<file path="config.mk">
export PLATFORM = sky130hd
export DESIGN_NAME = imem_loader_flat
export DESIGN_NICKNAME = d
export VERILOG_FILES = /design/src/rtl/imem_loader_pkg.sv /design/src/rtl/imem_loader_if.sv /design/src/rtl/imem_loader_byte_packer.sv /design/src/rtl/imem_loader.sv /design/src/flat_wrapper.sv
export SDC_FILE = /design/constraint.sdc
export NUM_CORES = 1
export LEC_CHECK = 0
export ABC_AREA = 1
export ABC_CLOCK_PERIOD_IN_PS = 1960
export CORE_ASPECT_RATIO = 0.5
export CORE_MARGIN = 1.5
export CORE_UTILIZATION = 30
export DETAILED_ROUTE_END_ITERATION = 16
export DONT_BUFFER_PORTS = 1
export GPL_TIMING_DRIVEN = 0
export SLEW_MARGIN = 10
export SYNTH_ARGS = -nofsm -noshare
export SYNTH_HDL_FRONTEND = slang
export SYNTH_SLANG_ARGS = --single-unit
</file>
<file path="constraint.sdc">
create_clock -name clk -period 1.96 [get_ports clk]
set_input_delay 0.098 -clock clk [delete_from_list [all_inputs] [get_ports clk]]
set_output_delay 0.098 -clock clk [all_outputs]
set_load 0.1 [all_outputs]
</file>
<file path="src/rtl/imem_loader_pkg.sv">
// Shared types and constants for the instruction-memory loader.
// Covers FSM state encoding, frame sync byte and sticky error codes.
package imem_loader_pkg;

  typedef enum logic [2:0] {
    ST_IDLE,
    ST_LEN_HI,
    ST_LEN_LO,
    ST_DATA,
    ST_CHK,
    ST_DONE,
    ST_ERR
  } state_e;

  localparam logic [7:0] SYNC_BYTE     = 8'hA5;
  localparam int         WORD_W        = 32;
  localparam logic [1:0] LAST_BYTE_IDX = 2'd3;

  localparam logic [1:0] ERR_NONE    = 2'd0;
  localparam logic [1:0] ERR_LEN     = 2'd1;
  localparam logic [1:0] ERR_CHK     = 2'd2;
  localparam logic [1:0] ERR_TIMEOUT = 2'd3;

endpackage

</file>
<file path="src/rtl/imem_loader_if.sv">
// Byte-stream intake plus IMEM write port of the loader.
// The loader side uses the slave modport; the UART/RAM side uses master.
interface imem_loader_if
  import imem_loader_pkg::*;
#(
  parameter int ADDR_W = 8
) ();
  logic [7:0]        rx_data;
  logic              rx_valid;
  logic              rx_ready;
  logic              imem_we;
  logic [ADDR_W-1:0] imem_addr;
  logic [WORD_W-1:0] imem_wdata;

  modport slave (
    input  rx_data, rx_valid,
    output rx_ready, imem_we, imem_addr, imem_wdata
  );

  modport master (
    output rx_data, rx_valid,
    input  rx_ready, imem_we, imem_addr, imem_wdata
  );
endinterface

</file>
<file path="src/rtl/imem_loader_byte_packer.sv">
// Packs four accepted bytes into a 32-bit word and emits a registered
// one-cycle word_valid pulse together with the packed word.
module imem_loader_byte_packer
  import imem_loader_pkg::*;
#(
  parameter bit BIG_ENDIAN = 1'b1
) (
  input  logic              clk,
  input  logic              reset,
  input  logic              clear_i,
  input  logic              byte_valid_i,
  input  logic [7:0]        byte_i,
  output logic              last_o,
  output logic              word_valid_o,
  output logic [WORD_W-1:0] word_o
);

  logic [1:0]        idx_q, idx_d;
  logic [WORD_W-1:0] sr_q, sr_d;
  logic [WORD_W-1:0] sr_shift;
  logic              word_valid_q, word_valid_d;
  logic [WORD_W-1:0] word_q, word_d;

  // Big-endian shifts left so the first byte ends up in [31:24];
  // little-endian shifts right so it ends up in [7:0].
  generate
    if (BIG_ENDIAN) begin : g_be
      assign sr_shift = {sr_q[23:0], byte_i};
    end else begin : g_le
      assign sr_shift = {byte_i, sr_q[31:8]};
    end
  endgenerate

  assign last_o = (idx_q == LAST_BYTE_IDX);

  always_comb begin
    idx_d        = idx_q;
    sr_d         = sr_q;
    word_valid_d = 1'b0;
    word_d       = word_q;
    if (clear_i) begin
      idx_d = 2'd0;
      sr_d  = '0;
    end else if (byte_valid_i) begin
      idx_d = idx_q + 2'd1;
      sr_d  = sr_shift;
      if (last_o) begin
        word_valid_d = 1'b1;
        word_d       = sr_shift;
      end
    end
  end

  always_ff @(posedge clk) begin
    if (reset) begin
      idx_q        <= 2'd0;
      sr_q         <= '0;
      word_valid_q <= 1'b0;
      word_q       <= '0;
    end else begin
      idx_q        <= idx_d;
      sr_q         <= sr_d;
      word_valid_q <= word_valid_d;
      word_q       <= word_d;
    end
  end

  assign word_valid_o = word_valid_q;
  assign word_o       = word_q;

endmodule

</file>
<file path="src/rtl/imem_loader.sv">
// Framed byte-stream loader writing sequential IMEM words; holds the CPU
// in reset while a frame is in flight or after a failed load.
module imem_loader
  import imem_loader_pkg::*;
#(
  parameter int ADDR_W      = 8,
  parameter bit BIG_ENDIAN  = 1'b1,
  parameter int TIMEOUT_CYC = 100000
) (
  input  logic            clk,
  input  logic            reset,
  imem_loader_if.slave    bus,
  output logic            cpu_hold,
  output logic            busy,
  output logic            done,
  output logic [1:0]      err_code,
  output logic [ADDR_W:0] words_loaded
);

  localparam int         TMR_W = $clog2(TIMEOUT_CYC + 1);
  localparam logic [16:0] MAX_N = 17'd1 << ADDR_W;

  state_e            state_q, state_d;
  logic [7:0]        len_hi_q, len_hi_d;
  logic [15:0]       len_q, len_d;
  logic [ADDR_W:0]   words_q, words_d;
  logic [ADDR_W-1:0] addr_q, addr_d;
  logic [7:0]        chk_q, chk_d;
  logic [TMR_W-1:0]  timer_q, timer_d;
  logic [1:0]        err_q, err_d;
  logic              hold_q, hold_d;

  logic        accept;
  logic        in_frame;
  logic        pack_clear;
  logic        pack_valid;
  logic        pack_last;
  logic [15:0] n_rx;
  logic [16:0] words_next;

  assign accept     = bus.rx_valid && bus.rx_ready;
  assign in_frame   = (state_q inside {ST_LEN_HI, ST_LEN_LO, ST_DATA, ST_CHK});
  assign n_rx       = {len_hi_q, bus.rx_data};
  assign words_next = 17'(words_q) + 17'd1;

  always_comb begin
    state_d    = state_q;
    len_hi_d   = len_hi_q;
    len_d      = len_q;
    words_d    = words_q;
    addr_d     = addr_q;
    chk_d      = chk_q;
    timer_d    = '0;
    err_d      = err_q;
    hold_d     = hold_q;
    pack_clear = 1'b0;
    pack_valid = 1'b0;

    if (in_frame && !accept) begin
      timer_d = timer_q + TMR_W'(1);
    end

    unique case (state_q)
      ST_IDLE, ST_DONE, ST_ERR: begin
        if (accept && bus.rx_data == SYNC_BYTE) begin
          state_d    = ST_LEN_HI;
          err_d      = ERR_NONE;
          words_d    = '0;
          chk_d      = 8'd0;
          hold_d     = 1'b1;
          pack_clear = 1'b1;
        end
      end
      ST_LEN_HI: begin
        if (accept) begin
          len_hi_d = bus.rx_data;
          state_d  = ST_LEN_LO;
        end
      end
      ST_LEN_LO: begin
        if (accept) begin
          len_d = n_rx;
          if ({1'b0, n_rx} > MAX_N) begin
            state_d = ST_ERR;
            err_d   = ERR_LEN;
          end else if (n_rx == 16'd0) begin
            state_d = ST_CHK;
          end else begin
            state_d = ST_DATA;
          end
        end
      end
      ST_DATA: begin
        if (accept) begin
          chk_d      = chk_q ^ bus.rx_data;
          pack_valid = 1'b1;
          // The write lands next cycle, so address and count update together.
          if (pack_last) begin
            words_d = words_q + 1'b1;
            addr_d  = words_q[ADDR_W-1:0];
            if (words_next == {1'b0, len_q}) begin
              state_d = ST_CHK;
            end
          end
        end
      end
      ST_CHK: begin
        if (accept) begin
          if (bus.rx_data == chk_q) begin
            state_d = ST_DONE;
            hold_d  = 1'b0;
          end else begin
            state_d = ST_ERR;
            err_d   = ERR_CHK;
          end
        end
      end
      default: state_d = ST_IDLE;
    endcase

    if (in_frame && !accept && timer_q == TMR_W'(TIMEOUT_CYC - 1)) begin
      state_d = ST_ERR;
      err_d   = ERR_TIMEOUT;
      timer_d = '0;
    end
  end

  always_ff @(posedge clk) begin
    if (reset) begin
      state_q  <= ST_IDLE;
      len_hi_q <= 8'd0;
      len_q    <= 16'd0;
      words_q  <= '0;
      addr_q   <= '0;
      chk_q    <= 8'd0;
      timer_q  <= '0;
      err_q    <= ERR_NONE;
      hold_q   <= 1'b0;
    end else begin
      state_q  <= state_d;
      len_hi_q <= len_hi_d;
      len_q    <= len_d;
      words_q  <= words_d;
      addr_q   <= addr_d;
      chk_q    <= chk_d;
      timer_q  <= timer_d;
      err_q    <= err_d;
      hold_q   <= hold_d;
    end
  end

  imem_loader_byte_packer #(
    .BIG_ENDIAN(BIG_ENDIAN)
  ) u_packer (
    .clk         (clk),
    .reset       (reset),
    .clear_i     (pack_clear),
    .byte_valid_i(pack_valid),
    .byte_i      (bus.rx_data),
    .last_o      (pack_last),
    .word_valid_o(bus.imem_we),
    .word_o      (bus.imem_wdata)
  );

  assign bus.rx_ready  = 1'b1;
  assign bus.imem_addr = addr_q;
  assign busy          = in_frame;
  assign done          = (state_q == ST_DONE);
  assign cpu_hold      = hold_q;
  assign err_code      = err_q;
  assign words_loaded  = words_q;

endmodule
</file>
<file path="src/flat_wrapper.sv">
// flat-port wrapper written by rule: the top's interface ports become plain ports
module imem_loader_flat import imem_loader_pkg::*;
#(
  parameter int ADDR_W      = 8,
  parameter bit BIG_ENDIAN  = 1'b1,
  parameter int TIMEOUT_CYC = 100000
)
  (clk, reset, cpu_hold, busy, done, err_code, words_loaded, bus_rx_data, bus_rx_valid, bus_rx_ready, bus_imem_we, bus_imem_addr, bus_imem_wdata);
  imem_loader_if #(.ADDR_W(ADDR_W)) bus_i ();
  input  logic clk;
  input  logic reset;
  output logic cpu_hold;
  output logic busy;
  output logic done;
  output logic [1:0] err_code;
  output logic [ADDR_W:0] words_loaded;
  input wire logic [$bits(bus_i.rx_data)-1:0] bus_rx_data;
  input wire logic [$bits(bus_i.rx_valid)-1:0] bus_rx_valid;
  output wire logic [$bits(bus_i.rx_ready)-1:0] bus_rx_ready;
  output wire logic [$bits(bus_i.imem_we)-1:0] bus_imem_we;
  output wire logic [$bits(bus_i.imem_addr)-1:0] bus_imem_addr;
  output wire logic [$bits(bus_i.imem_wdata)-1:0] bus_imem_wdata;
  assign bus_i.rx_data = bus_rx_data;
  assign bus_i.rx_valid = bus_rx_valid;
  assign bus_rx_ready = bus_i.rx_ready;
  assign bus_imem_we = bus_i.imem_we;
  assign bus_imem_addr = bus_i.imem_addr;
  assign bus_imem_wdata = bus_i.imem_wdata;
  imem_loader #(.ADDR_W(ADDR_W), .BIG_ENDIAN(BIG_ENDIAN), .TIMEOUT_CYC(TIMEOUT_CYC)) u_core (.clk(clk), .reset(reset), .bus(bus_i), .cpu_hold(cpu_hold), .busy(busy), .done(done), .err_code(err_code), .words_loaded(words_loaded));
endmodule
</file>
# After elaboration in Yosys (flattened, before gate mapping)

Cells that the tools add are included.

Output and inout bits: 56
Flip-flop bits (word level): 131
Bits of input ports: 11
Logic and storage cells: 111

$lt $le $gt $ge: 1
Equality and inequality tests: 28
Reduce and logical (&&, ||, !) cells: 25
Bitwise logic cells: 4
Multiplexer cells: 35
Add/sub/neg operators: 4

Operators by type and width:

| kind                  | count |
|---|---|
| $mux 3                | 10 |
| $mux 9                | 3 |
| $ne 3x3->1 const B    | 7 |
| $pmux 9 s2            | 1 |
| $add 17x1->17 const B | 1 |
| $eq 17x16->1          | 1 |
| $eq 17x17->1 const B  | 1 |
| $gt 16x9->1 const B   | 1 |
| $logic_not 16->1      | 1 |
| $mux 8                | 2 |
| $pmux 8 s2            | 1 |
| $pmux 3 s5            | 1 |
| $mux 2                | 7 |
| $reduce_and 7->1      | 2 |
| $ne 2x2->1 const B    | 6 |
| $add 9x1->10 const B  | 1 |
| $add 9x1->9 const B   | 1 |
| $eq 3x3->1 const B    | 3 |
| $reduce_and 3->1      | 3 |
| $reduce_or 3->1       | 3 |
| $eq 8x8->1            | 1 |
| $eq 8x8->1 const B    | 1 |
| $mux 1                | 8 |
| $reduce_and 4->1      | 2 |
| 19 further kinds      | 29 |

# Depth between registers and ports, before layout

Gate-level depths: netlist (run 1).

Depth in word-level cells: 7
Gate-level depth with buffers: 16
Gate-level depth less buffers: 16

# By module

Synthesis (run 1) repeated with hierarchy kept, for this count alone.

Cell total of the unflattened synthesis: 826
Area total of the unflattened synthesis: 5835.6 sq um

By module, submodules not included:

| module                  | area each (sq um) | seq. area each (sq um) | cells an instance | times used |
|---|---|---|---|---|
| imem_loader             | 3577.2            | 1441.4                 | 505               | 1 |
| imem_loader_byte_packer | 2258.4            | 1181.1                 | 321               | 1 |

# Least setup slack after synthesis (run 1)

No wires, ideal clock.

Kind: register to register
From: register u_core.words_q[1] (netlist: u_core.words_loaded[1])
To: register u_core.state_q[1]
Data required time: 1.850 ns
Cell stages (with the launch flop): 17
Clock period less this slack: 2.519 ns
Setup slack: -0.559 ns
Arrival: 2.409 ns
Buffers on the path: 0
Setup time: 0.110 ns
Path through: dfxtp_1 -> ha_1 -> nand2_2 -> nor2_4 -> nand2_1 -> nand2_1 -> nand3_1 -> nand2_1 -> nand2_1 -> nor2_1 -> nand2_1 -> nand2_2 -> nand2_2 -> nand2_1 -> nand3_1 -> nand2_1 -> inv_1

Word-level cells in the longest chain between the ends: 4

RTL lines:

| element                           | RTL line           | source |
|---|---|---|
| start, declared                   | imem_loader.sv:26  | `logic [ADDR_W:0] words_q, words_d;` |
| start signal, assigned            | imem_loader.sv:143 | `words_q <= words_d;` |
| $add 9x1->10                      | imem_loader.sv:44  | `assign words_next = 17'(words_q) + 17'd1;` |
| $eq 17x16->1                      | imem_loader.sv:101 | `if (words_next == {1'b0, len_q}) begin` |
| $ne 3x3->1 (no source line)       | --                 |  |
| $reduce_and 7->1 (no source line) | --                 |  |
| end signal, assigned              | imem_loader.sv:140 | `state_q <= state_d;` |
| end, declared                     | imem_loader.sv:23  | `state_e state_q, state_d;` |

Every way passes these cells.
A chain may end at the register's enable or synchronous reset.

# Worst setup path after layout (run 1)

From: register u_core.words_q[0] (netlist: u_core.words_loaded[0])
To: register u_core.state_q[2]

Same word-level chain as after synthesis.

==> run metrics, run 1 <==
area of the multi-input gates 2708 sq um; Slowest cell on crit path dfxtp_4; CP max FO 8; Inserted Diodes 0; die span in x 197.9 um; Mapped Avg Cell Area 7.584 sq um; synthesized instance count 751; Slew Limit Headroom 27.65%; Leakage 2.659 nW; Layout area overhead 21.07%; max cap viols 0; crit start category register; Non-Filler Instances 1,065; Net Switching 0.002230 W; Worst Path Buf+Inv 0; outcome complete, but fails checks; Layout Skew 0.009675 ns; io pins 67; flops & latches, synth 131; Post-Syn Area 5695 sq um; Initial Utilization 30.82%; drt initial violations 324; overall global routing resource usage 15.66%; Seq pwr share 41.0%; Hold Path Class input pin to register; via total after detailed routing 5,018; Die Ht 100.4 um; first-pass GRT wire length 24.16 mm; worst skew pair latency 0.42 ns; Final nets 807; vias in the first global route 4,678; Metal-1 WL 7.293 mm; initial antenna violation count 0; Peak VDD IR 0.0006136 V; WP data required 2.27 ns; final worst slack -0.1524 ns; most frequent cells in the layout nand2_1, dfxtp_1, nor2_1, a21oi_1, o21ai_0; Routed Antenna Nets 0; sequential-to-total area share from yosys stat 46.05%; GP Congestion 0.8337; Critical Path Max Stage Delay 0.59 ns; CP cell instances ha_4, nand2_4, nor2_4, nand2_2, nand2_2, nand3_2, nand2_1, nand2_1, nor2_1, nand2_1, nand2_2, nand2_2, o21ai_1, nor2_1; Core Area 18,480 sq um; DRC errors left 0; library cells used by synthesis 42; clk buf depth 2; metal2 WL 7.161 mm; Placed Cells 1,010; RSZ-0062 raised after global routing true; Pre-antenna DRT Iters 5; Arr. time, crit path 2.42 ns; FFs w/ async S/R, synth 0%; share of cells above drive strength 1 18.11%; Sinks on Clock Net 131; clock-pin slew on the worst setup and hold paths 0.06 ns; Internal Power 0.004772 W; commonest non-fill, non-tap cell in the layout nand2_1; failing checks setup timing; CP Class register to register; register area 2660 sq um; Site Rows 35; Max Clock Freq 0.4734 GHz; Via-to-Cell Ratio 4.712; pwr/cell area 1015 nW/um^2; wire per inst 14.51 um; CP most frequent cell nand2_2; Top Layer Used met4; Syn Nets 765; die area 19,870 sq um; Slew Limit Fails 0; Post-Route WL 15.45 mm; global route overflow 0; Sw Share 31.85%; critical path's top delay family simple AND/OR/NAND/NOR gates; predominant post-synthesis flop cell dfxtp_1; post-detail-place hpwl 10.81 mm; H-Tree Depth 4; crit share post-route 107.8%; number of enable flip-flop cells after synthesis 0; crit end category register; Num CTS Buffers 17; largest net degree at the start of global routing 17; final hold vios 0; IO buf count 0; fillers 1,963; Logic pwr share 15.4%; min cycle time layout 2.112 ns; Clk network pwr share 43.6%; setup TNS -0.4930 ns; Clock Tree Root clkbuf_16; Synth warnings 0; Finish-stage setup viols 4; worst slew pin tran 1.084 ns; WL met3 824 um; CTS tree yes
cells in the mapped netlist (12+ instances only):
library cell,instances,area (sq um)
a21oi_1,77,385.4
nor2_2,17,106.4
o21ai_0,70,350.3
nand2_2,21,131.4
nand3_1,33,165.2
xnor2_1,12,105.1
clkbuf_1,20,75.07
nand2_1,129,484.2
inv_2,12,45.04
dfxtp_1,131,2623
nor2_1,86,322.8
inv_1,57,214.0
cell type report:
cell class | instances | area share (%)
Tap cell | 259 | 4.700
Inverter | 69 | 3.829
Sequential cell | 131 | 38.58
Multi-Input combinational cell | 519 | 39.27
Buffer | 32 | 2.540
Timing Repair Buffer | 23 | 2.867
Clock inverter | 15 | 2.050
Clock buffer | 17 | 6.169
logic make-up after synthesis:
logic type               synth area share (%)
other                                 0.06584
XOR/XNOR                                2.153
AND/OR/NAND/NOR                         26.76
buffers and inverters                   7.469
adder cells (fa/ha/maj)                0.6591
flip-flops                              46.05
AO/OA/AOI/OAI                           16.85
power by group through the flow:
| stage | Combinational (W) | Clock, W | Sequential, W |
|---|---|---|---|
| after floorplan | 0.000830 | 0 | 0.00291 |
| after global placement | 0.00100 | 0 | 0.00292 |
| after detailed placement | 0.00101 | 0 | 0.00293 |
| after CTS | 0.00106 | 0.00311 | 0.00287 |
| after global routing | 0.00119 | 0.00324 | 0.00289 |
| final | 0.00108 | 0.00305 | 0.00287 |
worst register-to-register path, stage by stage (launching register included):
cell	delay, ns
dfxtp_4	0.59
ha_4	0.22
nand2_4	0.07
nor2_4	0.17
nand2_2	0.09
nand2_2	0.09
nand3_2	0.06
nand2_1	0.08
nand2_1	0.06
nor2_1	0.08
nand2_1	0.09
nand2_2	0.11
nand2_2	0.09
o21ai_1	0.16
nor2_1	0.06
through the flow:
step / utilization (%) / setup WS (ns) / hold slack [ns] / cell area, sq um / power [W]
after floorplan: - / 0.04472 / 0.1574 / 5722 / 0.003736
after global placement: 32.71 / -0.2377 / 0.1620 / 6046 / 0.003924
after detailed placement: 32.73 / -0.2411 / 0.1615 / 6048 / 0.003940
after CTS: 36.84 / -0.1036 / -0.2683 / 6808 / 0.007037
after global routing: 37.31 / -0.3142 / 0.02792 / 6895 / 0.007318
final: 37.31 / -0.1524 / 0.01213 / 6895 / 0.007002
layer usage:
metal	vias up	track usage, %
met2	107	25.95
met1	2343	19.93
met4	0	5.226
met5	-	0
met3	18	4.066
li1	2550	-
worst paths after layout:
kind / slack, ns / start / cells after the start / endpoint
worst max register to register: -0.15 / u_core.words_loaded[0] / 14 / u_core.state_q[2]
worst min-delay path: 0.01 / bus_rx_data[4] / 3 / u_core.chk_q[4]
worst min register to register: 0.44 / u_core.timer_q[0] / 1 / u_core.timer_q[0]
worst max-delay path: -0.15 / u_core.words_loaded[0] / 14 / u_core.state_q[2]
registers in the layout, summed over array words and instances, names as in the netlist, 3 cells and up:
name	count
u_core.timer_q	17
u_core.words_loaded	9
u_core.u_packer.sr_q	24
u_core.chk_q	8
u_core.u_packer.word_o	32
u_core.len_hi_q	8
u_core.state_q	3
u_core.len_q	16
u_core.bus.imem_addr	8
what timing repair did:
action	4_1_cts	5_1_grt
buffers inserted	7	6
gates cloned	0	0
resized for setup	15	10
setup endpoints to repair	18	69
hold endpoints to repair	48	10
pin swaps	8	11
hold buffers	9	1
(Power assumes the default switching activity.)
==> run 2: changes to the inputs <==
--- a/config.mk
+++ b/config.mk
@@ -13,7 +13,9 @@
 export DETAILED_ROUTE_END_ITERATION = 16
 export DONT_BUFFER_PORTS = 1
 export GPL_TIMING_DRIVEN = 0
+export PLACE_DENSITY = 0.53
 export SLEW_MARGIN = 10
 export SYNTH_ARGS = -nofsm -noshare
 export SYNTH_HDL_FRONTEND = slang
 export SYNTH_SLANG_ARGS = --single-unit
+export TNS_END_PERCENT = 30
==> run 2 against run 1 <==
Via count fell by 0.92%. The flow still finishes with violations (setup timing). Sequential cell count is the same. Worst setup slack got worse by 0.042 ns. Wire length up 0.77%. Largest power group unchanged. Global-route usage grew 0.69 points. Final area about the same.
==> run metrics, run 2 (same netlist as run 1, synthesis figures left out) <==
GP Congestion 0.8225 (-1.3%); RSZ-0062 raised after global routing true; Site Rows 35 (unchanged); outcome complete, but fails checks; max reg flops 32 (unchanged); WP depth 16 (+2); IO buf count 0 (unchanged); overall global routing resource usage 16.35% (+0.69 points); setup TNS -0.5312 ns (-0.03818 ns); die area 19,870 sq um (unchanged); commonest non-fill, non-tap cell in the layout nand2_1; DRC errors left 0 (unchanged); Pre-antenna DRT Iters 5 (unchanged); crit end category register; Non-Filler Instances 1,057 (-0.75%); Final nets 799 (-0.99%); Die Ht 100.4 um (unchanged); via total after detailed routing 4,972 (-0.92%); max cap viols 0 (unchanged); Hold Path Class input pin to register; Placed Cells 1,010 (unchanged); critical path's top delay family simple AND/OR/NAND/NOR gates; largest net degree at the start of global routing 17 (unchanged); Finish-stage setup viols 3 (-1); Slew Limit Fails 0 (unchanged); WP data required 2.27 ns (about the same); CP cell instances ha_4, nand2_4, nor2_4, nand2_2, nand2_2, nand3_2, nand2_2, nand2_1, nor2_1, nand2_1, nand2_2, nand2_4, nand2_2, nand3_2, nand2_1, inv_1; vias in the first global route 4,732 (+1.2%); Layout area overhead 21.11% (about the same); CTS tree yes; worst slew pin tran 1.088 ns (+0.003999 ns); H-Tree Depth 4 (unchanged); Worst Path Buf+Inv 1 (+1); Leakage 2.631 nW (-1.1%); final hold vios 0 (unchanged); Slew Limit Headroom 27.38% (-0.27 points); global route overflow 0 (unchanged); CP max FO 8 (unchanged); worst skew pair latency 0.41 ns (about the same); io pins 67 (unchanged); crit start category register; drt initial violations 256 (-21%); met1 capacity usage during global routing 21.20% (+1.3 points); die span in x 197.9 um (unchanged); pwr/cell area 1029 nW/um^2 (+1.4%); share of cells above drive strength 1 18.55% (+0.43 points); Arr. time, crit path 2.46 ns (+0.04 ns); Layout Skew 0.006634 ns (-0.003041 ns); post-detail-place hpwl 11.13 mm (+3.0%); crit share post-route 109.9% (+2.1 points); GRT Max-Usage Layer met2; Slowest cell on crit path dfxtp_4; min cycle time layout 2.155 ns (+0.04212 ns); cells on worst reg2reg path 16 (+2); failing checks setup timing; Max Clock Freq 0.4641 GHz (-2.0%); Num CTS Buffers 17 (unchanged); Post-Route WL 15.57 mm (+0.77%); Sinks on Clock Net 131 (unchanged); first-pass GRT wire length 25.10 mm (+3.9%); clock-pin slew on the worst setup and hold paths 0.06 ns (about the same); initial antenna violation count 0 (unchanged); most frequent cells in the layout nand2_1, dfxtp_1, nor2_1, a21oi_1, o21ai_0; Critical Path Max Stage Delay 0.59 ns (about the same); Clock Tree Root clkbuf_16; Via-to-Cell Ratio 4.704 (-0.17%); CP Class register to register; wire per inst 14.73 um (+1.5%); fillers 1,940 (-1.2%); CP most frequent cell nand2_2; grt met2 use 26.73% (+0.79 points); Peak VDD IR 0.0005434 V (-11%); routing usage on met3 4.536% (+0.47 points); Worst Hold Depth 3 (unchanged); clk buf depth 2 (unchanged); Initial Utilization 30.82% (unchanged); final worst slack -0.1946 ns (-0.04212 ns); Routed Antenna Nets 0 (unchanged); Core Area 18,480 sq um (unchanged); Inserted Diodes 0 (unchanged)
run 2: metal layers:
metal	wire length (um)	vias up
met1	7467	2353
li1	-	2524
met4	135	0
met5	0	-
met3	719	14
met2	7251	81
run 2: worst paths after layout:
check                                             from           endpoint  slack, ns
worst max-delay path            u_core.words_loaded[0]  u_core.state_q[1]      -0.19
worst max register to register  u_core.words_loaded[0]  u_core.state_q[1]      -0.19
worst min-delay path                    bus_rx_data[6]    u_core.chk_q[6]       0.01
worst min register to register       u_core.timer_q[0]  u_core.timer_q[0]       0.44
run 2: report_power, final:
part / total (W) / internal, W / switching [W] / leakage [nW]
registers: 0.00287 / 0.00276 / 0.000114 / 1.06
logic: 0.00112 / 0.000350 / 0.000765 / 1.29
clock network: 0.00311 / 0.00189 / 0.00122 / 0.273
run 2: what timing repair did:
item                                    4_1_cts  5_1_grt
endpoints found under the hold margin        46        0
resized for setup                            21       19
endpoints found under the setup margin       29       66
pin swaps                                    11       13
buffers inserted                              8        1
hold buffers                                  9        0
run 2: through the flow:
stage / worst slack (ns) / hold slack, ns / total power (W) / cell area (sq um) / utilization (%)
after CTS: -0.1260 / 0.002734 / 0.007119 / 6852 / 37.08
after global placement: -0.2475 / 0.1614 / 0.003934 / 6046 / 32.71
after detailed placement: -0.2941 / 0.1615 / 0.003951 / 6048 / 32.73
final: -0.1946 / 0.01220 / 0.007099 / 6898 / 37.33
after global routing: -0.3083 / 0.02508 / 0.007428 / 6898 / 37.33
after floorplan: 0.04472 / 0.1574 / 0.003736 / 5722 / -
run 2: layout make-up:
type / instances / area (sq um) / share of cell area, %
Clock inverter: 11 / 100.1 / 1.451
Clock buffer: 21 / 481.7 / 6.983
Tap cell: 259 / 324.1 / 4.698
Multi-Input combinational cell: 519 / 2750 / 39.87
Sequential cell: 131 / 2660 / 38.56
Timing Repair Buffer: 15 / 138.9 / 2.013
Buffer: 32 / 178.9 / 2.594
Inverter: 69 / 264.0 / 3.827
run 2: worst min-delay path, stage by stage:
cell and delay [ns]:
xnor2_1 0.12, o21ai_1 0.06, o211a_1 0.10
==> run 3: changes to the inputs <==
--- a/config.mk
+++ b/config.mk
@@ -6,7 +6,7 @@
 export NUM_CORES = 1
 export LEC_CHECK = 0
 export ABC_AREA = 1
-export ABC_CLOCK_PERIOD_IN_PS = 1960
+export ABC_CLOCK_PERIOD_IN_PS = 2100
 export CORE_ASPECT_RATIO = 0.5
 export CORE_MARGIN = 1.5
 export CORE_UTILIZATION = 30
==> constraint.sdc (replaced) <==
create_clock -name clk -period 2.1 [get_ports clk]
set_input_delay 0.105 -clock clk [delete_from_list [all_inputs] [get_ports clk]]
set_output_delay 0.105 -clock clk [all_outputs]
set_load 0.1 [all_outputs]
==> run 3 against run 2 <==
The flow still finishes with violations (setup timing). Worst setup slack better by 0.16 ns. Fmax is 0.97% higher. Via count is 0.72% higher. Non-clock buffer count unchanged. Wire length grew 1.8%. Critical path type unchanged.
==> run metrics, run 3 (same netlist as run 1, synthesis figures left out) <==
global route overflow 0 (unchanged); min cycle time layout 2.134 ns (-0.02063 ns); max cap viols 0 (unchanged); crit start category register; most frequent cells in the layout nand2_1, dfxtp_1, nor2_1, a21oi_1, o21ai_0; die span in x 197.9 um (unchanged); Site Rows 35 (unchanged); Slew Limit Fails 0 (unchanged); Layout Skew 0.009299 ns (+0.002665 ns); Peak VDD IR 0.0004081 V (-25%); fin area 6908 sq um (+0.15%); Pre-antenna DRT Iters 5 (unchanged); Die Ht 100.4 um (unchanged); failing checks setup timing; Inserted Diodes 0 (unchanged); largest net degree at the start of global routing 17 (unchanged); Layout area overhead 21.29%; Slew Limit Headroom 27.53% (+0.14 points); IO buf count 0 (unchanged); H-Tree Depth 4 (unchanged); post-detail-place hpwl 11.13 mm (about the same); Arr. time, crit path 2.45 ns (about the same); Leakage 2.636 nW (+0.16%); Clock Tree Root clkbuf_16; share of cells above drive strength 1 17.54% (-1.0 points); Slowest cell on crit path dfxtp_4; worst slew pin tran 1.086 ns (-0.002160 ns); GP Congestion 0.8321 (+1.2%); die area 19,870 sq um (unchanged); vias in the first global route 4,723 (-0.19%); worst skew pair latency 0.42 ns (about the same); Sinks on Clock Net 131 (unchanged); CP cell instances ha_4, nand2_4, nor2_4, nand2_2, nand2_1, nand3_1, nand2_1, nand2_1, nor2_1, nand2_1, nand2_2, nand2_4, nand2_2, o21ai_1, nand2_1, inv_1; CP max FO 8 (unchanged); final hold vios 0 (unchanged); first-pass GRT wire length 25.02 mm (-0.33%); Hold Path Class input pin to register; Via-to-Cell Ratio 4.738 (+0.72%); commonest non-fill, non-tap cell in the layout nand2_1; Initial Utilization 30.82% (unchanged); final worst slack -0.03393 ns (+0.1606 ns); CP Class register to register; DRC errors left 0 (unchanged); outcome complete, but fails checks; Finish-stage setup viols 2 (-1); Placement Cell Area 6037 sq um (-0.19%); crit share post-route 101.6% (-8.3 points); io pins 67 (unchanged); CP most frequent cell nand2_1; final total power 0.006903 W (-2.8%); Final nets 799 (unchanged); Routed Antenna Nets 0 (unchanged); pwr/cell area 999.2 nW/um^2 (-2.9%); RSZ-0062 raised after global routing true; wire per inst 15.00 um (+1.8%); Core Area 18,480 sq um (unchanged); drt initial violations 276 (+7.8%); clock-pin slew on the worst setup and hold paths 0.06 ns (about the same); Max Clock Freq 0.4686 GHz (+0.97%); Num CTS Buffers 17 (unchanged); max reg flops 32 (unchanged); via total after detailed routing 5,008 (+0.72%); initial antenna violation count 0 (unchanged); clk buf depth 2 (unchanged); overall global routing resource usage 16.47% (+0.12 points); critical path's top delay family simple AND/OR/NAND/NOR gates; Worst Path Buf+Inv 1 (unchanged); Post-Route WL 15.85 mm (+1.8%); CTS tree yes; WP data required 2.41 ns (+0.14 ns); Critical Path Max Stage Delay 0.59 ns (about the same); crit end category register
## run 3: layout make-up
class	count	area, sq um
clock buffer	23	499.2
tap	259	324.1
fill	1973	11570
timing repair buffer	15	135.1
clock inverter	9	141.4
inverter	69	261.5
buffer	32	170.2
multi-input combinational	519	2720
sequential	131	2656
## run 3: tightest hold or removal path: cells and delay by family
| kind | cells | cell delay, ns |
|---|---|---|
| XOR/XNOR | 1 | 0.11 |
| AO/OA/AOI/OAI | 2 | 0.18 |
## run 3: timing repair
item                                    CTS  global route
endpoints found under the hold margin    49             0
endpoints found under the setup margin   22            33
setup buffers                             0             6
hold buffers                              9             0
gates resized for setup                  13            15
pin swaps                                 4             8
## run 3: path summary, 6_finish.rpt
kind | to | slack [ns] | cells after the start | startpoint
worst min register to register | u_core.timer_q[0] | 0.43 | 1 | u_core.timer_q[0]
worst min-delay path | u_core.chk_q[1] | 0.02 | 3 | bus_rx_data[1]
worst max register to register | u_core.state_q[0] | -0.03 | 16 | u_core.words_loaded[0]
worst max-delay path | u_core.state_q[0] | -0.03 | 16 | u_core.words_loaded[0]
## run 3: stage by stage
stage	setup TNS (ns)	cells	hold slack [ns]	utilization, %	setup slack (ns)
6_report	-0.06469	1057	0.02243	37.38	-0.03393
5_1_grt	-0.4831	1057	0.02960	37.38	-0.1667
4_1_cts	0	1051	0.006111	36.87	0.0004878
3_5_place_dp	-3.632	1010	0.1698	32.67	-0.2702
3_3_place_gp	-3.161	1010	0.1680	32.65	-0.2829
2_1_floorplan	0	751	0.1644	-	0.008141
## run 3: metal layers
layer	vias up	global-route usage [%]	share of wire (%)
li1	2534	-	-
met5	-	0	0
met1	2373	21.66	49
met2	85	25.84	45
met3	16	5.040	5.0
met4	0	5.285	1.0
## run 3: where the power goes
group / internal [W] / total, W / switching, W / leakage, nW
Combinational: 0.000315 / 0.00103 / 0.000713 / 1.26
Sequential: 0.00257 / 0.00268 / 0.000109 / 1.06
Clock: 0.00205 / 0.00319 / 0.00115 / 0.310
Total: 0.00493 / 0.00690 / 0.00197 / 2.64
